## src/rtl/mem_arbiter.sv

```systemverilog
// mem_arbiter: round-robin two-requester memory arbiter with aux burst lock and read-return steering
module mem_arbiter #(
  parameter int AWIDTH   = 16,
  parameter int DWIDTH   = 16,
  parameter int RLAT     = 1,
  parameter int MAXBURST = 8
) (
  input  logic              clk,
  input  logic              rst,
  input  logic              c_req,
  input  logic              c_we,
  input  logic [AWIDTH-2:0] c_addr,
  input  logic [DWIDTH-1:0] c_wdata,
  output logic              c_gnt,
  output logic              c_rvalid,
  output logic [DWIDTH-1:0] c_rdata,
  input  logic              a_req,
  input  logic              a_we,
  input  logic [AWIDTH-2:0] a_addr,
  input  logic [DWIDTH-1:0] a_wdata,
  input  logic              a_lock,
  output logic              a_gnt,
  output logic              a_rvalid,
  output logic [DWIDTH-1:0] a_rdata,
  output logic              mem_re,
  output logic              mem_we,
  output logic [AWIDTH-2:0] memaddr,
  output logic [DWIDTH-1:0] wmemdata,
  input  logic [DWIDTH-1:0] rmemdata
);
  typedef enum logic {IDLE, LOCKED} state_t;
  state_t          state;
  logic            last_owner;
  logic [7:0]      bcnt;
  logic [RLAT-1:0] tag_v, tag_o;
  logic            a_win, c_win, g_we;
  // pick this cycle's winner and drive the memory port from it
  always_comb begin
    a_win    = ~rst & a_req & ((state == LOCKED) | ~c_req | ~last_owner);
    c_win    = ~rst & c_req & ~a_win & (state == IDLE);
    g_we     = a_win ? a_we : c_we;
    c_gnt    = c_win;
    a_gnt    = a_win;
    mem_re   = (a_win | c_win) & ~g_we;
    mem_we   = (a_win | c_win) & g_we;
    memaddr  = a_win ? a_addr : c_win ? c_addr : '0;
    wmemdata = a_win ? a_wdata : c_win ? c_wdata : '0;
    c_rdata  = rmemdata;
    a_rdata  = rmemdata;
  end
  // round-robin owner and aux burst lock; last grant of a burst is aux, so the cpu wins next
  always_ff @(posedge clk) begin
    if (rst) begin
      state      <= IDLE;
      last_owner <= 1'b1;
      bcnt       <= '0;
    end else begin
      if (a_win | c_win) last_owner <= a_win;
      if (state == IDLE) begin
        if (a_win & a_lock & (MAXBURST > 1)) begin
          state <= LOCKED;
          bcnt  <= 8'd1;
        end
      end else if (!a_req) state <= IDLE;
      else begin
        bcnt <= bcnt + 8'd1;
        if (!a_lock || (bcnt + 8'd1 == 8'(MAXBURST))) state <= IDLE;
      end
    end
  end
  // read tags travel alongside the memory latency and are retimed onto rvalid
  always_ff @(posedge clk) begin
    if (rst) begin
      tag_v    <= '0;
      tag_o    <= '0;
      c_rvalid <= 1'b0;
      a_rvalid <= 1'b0;
    end else begin
      tag_v[0] <= mem_re;
      tag_o[0] <= a_win;
      for (int i = 1; i < RLAT; i++) begin
        tag_v[i] <= tag_v[i-1];
        tag_o[i] <= tag_o[i-1];
      end
      c_rvalid <= tag_v[RLAT-1] & ~tag_o[RLAT-1];
      a_rvalid <= tag_v[RLAT-1] & tag_o[RLAT-1];
    end
  end
endmodule

```

## config.mk

```make
export PLATFORM = sky130hd
export DESIGN_NAME = mem_arbiter
export DESIGN_NICKNAME = d
export VERILOG_FILES = /design/src/rtl/mem_arbiter.sv
export SDC_FILE = /design/constraint.sdc
export NUM_CORES = 1
export LEC_CHECK = 0
export ABC_CLOCK_PERIOD_IN_PS = 4300
export CAP_MARGIN = 10
export CORE_MARGIN = 1
export CORE_UTILIZATION = 30
export DETAILED_ROUTE_END_ITERATION = 6
export PLACE_DENSITY = 0.87
export SETUP_SLACK_MARGIN = 0.5
export SLEW_MARGIN = 20
export SYNTH_ARGS = -nofsm -noshare
export SYNTH_HDL_FRONTEND = slang
export SYNTH_SLANG_ARGS = --single-unit
```

## constraint.sdc

```tcl
create_clock -name clk -period 4.3 [get_ports clk]
set_input_delay 0.86 -clock clk [delete_from_list [all_inputs] [get_ports clk]]
set_output_delay 0.86 -clock clk [all_outputs]
set_load 0.01 [all_outputs]
```

==> results of run 1 <==
## layer usage
metal / vias to the layer above / global-route usage, % / part of all wire [%]
met2: 70 / 27.94 / 46
met5: - / 0 / 0
met4: 0 / 11.22 / 3.6
met1: 669 / 23.06 / 40
li1: 722 / - / -
met3: 19 / 6.743 / 10
## worst max path at each step
stage / startpoint / end / slack (ps) / cells after the start
floorplan: c_req / mem_re / 1790 / 4
global placement: a_req / mem_re / 590 / 7
detailed placement: a_req / mem_re / 510 / 7
CTS: a_req / mem_re / 520 / 7
global route: rst / wmemdata[9] / 530 / 7
finish: rst / wmemdata[7] / 640 / 7
## power by group
group / switching, mW / total [mW] / internal, mW
clock network: 0.0467 / 0.128 / 0.0810
registers: 0.00316 / 0.136 / 0.133
logic: 0.0606 / 0.175 / 0.115
total: 0.110 / 0.439 / 0.329
## sequential cells by signal, summed over array words and instances (netlist names)
register	count
last_owner	1
tag_o	1
c_rvalid	1
state	1
a_rvalid	1
tag_v	1
bcnt	8
## layout by cell type, fill, tap and decap left out, types with 3 or more instances in the layout
cell,n
a22o_1,31
a21oi_1,6
clkbuf_8,4
nor2_1,7
o31ai_1,6
a31oi_1,4
nand2_1,8
o21ai_1,3
clkdlybuf4s50_1,104
nand3_1,4
or3_1,3
dfxtp_1,14
buf_4,3
## through the flow
stage	utilization [%]	power [mW]	instance area [um^2]	std cells
floorplan	-	0.2282	1338	162
global placement	52.39	0.3122	2171	278
detailed placement	52.39	0.3133	2171	278
CTS	53.71	0.4444	2226	282
global route	53.86	0.4609	2232	282
finish	53.86	0.4393	2232	282
## cell families (layout without fill, tap and decap cells)
logic type | Yosys count | after routing
flip-flops | 14 | 14
multiplexers | 1 | 1
XOR/XNOR | 1 | 1
AO/OA/AOI/OAI | 60 | 60
adder cells (fa/ha/maj) | 2 | 2
AND/OR/NAND/NOR | 38 | 38
buffers and inverters | 46 | 116
## layout make-up
| cell class | count | area share [%] |
|---|---|---|
| tap | 50 | 2.803 |
| inverter | 3 | 0.5045 |
| timing repair buffer | 109 | 48.71 |
| multi-input combinational | 102 | 32.96 |
| clock buffer | 4 | 2.466 |
| sequential | 14 | 12.56 |
## what timing repair did
| item | 4_1_cts | 5_1_grt |
|---|---|---|
| setup endpoints to repair | 0 | 17 |
| hold endpoints to repair | 0 | 0 |
| resized for setup | 0 | 2 |
## critical path: cells and delay by family
family	cells	cell delay [ps]
buf+inv	3	1300
compound gates	2	350
simple gates	2	290
==> flow_summary.toml, run 1 <==
[status]
outcome = "complete, no violations"

[layout]
multi_input_area_um2 = 735.7
drive_gt1_share_pct = 6.897
diodes = 0
nFillCells = 390
regArea_um2 = 280.3
layout.nets = 320
syn_to_final_growth_pct = 66.88

[timing]
post-route-min-period_ps = 3656
slew-limit-headroom_pct = 73.13
setup_tns_ps = 0
final_hold_viol_count = 0
skew_ps = 0.8059
tightest_slew_ps = 401.8
finalCritPeriodShare_pct = 85.03
finalMaxSlewViolations = 0
clock.fmax_mhz = 273.5
setup_slack_ps = 643.5
setup_viol = 0
rsz0062_at_grt = "no"
whs_ps = 407.6

[drt]
vias = 1480
routed_wl_um = 4797
avgRoutedWirePerCell_um = 17.01
postRouteAntennaNets = 0
drt_iter0_drc = 57
drc = 0
dr.pass1.iters = 4
routed_via_density = 5.248

[critical_path]
r2r_setup_slack_ps = 2550
start_kind = "input port"
crit_top_cell = "clkdlybuf4s50_1"
endpoint_kind = "output pin"
cp_slowest_stage_delay_ps = 540
crit_type = "input port to output pin"
r2r-start = "bcnt[0]"
critPathMaxFanout = 32
reg2regPathDepth = 5
critPathRequiredTime_ps = 3440
arrival_ps = 2800
r2r_end = "state"
crit_chain = "clkdlybuf4s50_1 > nor2_1 > nand2_1 > a21oi_2 > buf_4 > a22o_1 > clkdlybuf4s50_1"
slowest_stage = "clkdlybuf4s50_1"

[cts]
clk_pin_slew_ps = 60
clk_latency_ps = 240
cts_buffers = 3
clock_path_buffers = 2
htreeDepth = 1
post_cts_buffers = 0
cts-hold-fix-buffers = 0
clock-sinks = 14
cts-root-buf = "clkbuf_8"
cts_tree = "done"

[floorplanning]
start_util_pct = 32.28
rows = 23
die_area_um2 = 4729
io_pins = 154
die_h_um = 68.77
die_x_um = 68.77
fp.coreArea_um2 = 4144

[yosys]
synth-edff-count = 0
ys_warn_count = 0
netlist_top_cells_area = "dfxtp_1, a22o_1, buf_4"
synth_most_common_cell = "buf_4"
synthFlopType = "dfxtp_1"
synth-seq-cells = 14
synth_commonest_cells = "buf_4, a22o_1, dfxtp_1, nand2_1"
ys_async_sr_fraction_pct = 0
yosysTopAreaCellShare_pct = 20.95
synthMuxAreaShare_pct = 0.8419
synth_fa_ha_area_share_pct = 1.871
synth_top_area_cell = "dfxtp_1"
syn-cell-area_um2 = 1338
ys_seq_area_share_pct = 20.95
synthXorXnorAreaFrac_pct = 0.6548
synth_compound_area_share_pct = 34.89
synth_top_family_by_area = "compound AO/OA/AOI/OAI gates"
synthCells = 162
postSynthAreaPerCell_um2 = 8.256
synth_fp_nets = 249
yosys.area_share.simple_pct = 16.28
yosysUniqueCellTypes = 40

[min_path]
holdPathStages = 1
hold_end = "c_rvalid"
hold_path_class = "register to register"
min_from = "tag_o"

[placement]
dp_hpwl_um = 3727
pre_cts_slack_ps = 514.5
place.gp.congestion = 0.9113
port_buffers = 105

[flow_run]
drv_cap = 0

[power_and_ir_drop]
cellPowerDensity_nw_per_um2 = 196.8
p_leak_nw = 0.8366
max-vdd-ir-drop_v = 0.0001197

[global_routing]
grt_max_degree = 33
grt_pass1_wl_um = 6396
antenna_found_initial = 0
grt_pass1_vias = 1266
grt_use_total_pct = 18.80
grt.overflow.total = 0
(Power assumes the default switching activity.)
==> run 2: changes to the inputs <==
Settings changed: CAP_MARGIN 10 to unset, SLEW_MARGIN 20 to 40.
==> results of run 2 <==
No change in the layout: final DEF, timing and power equal those of run 1.
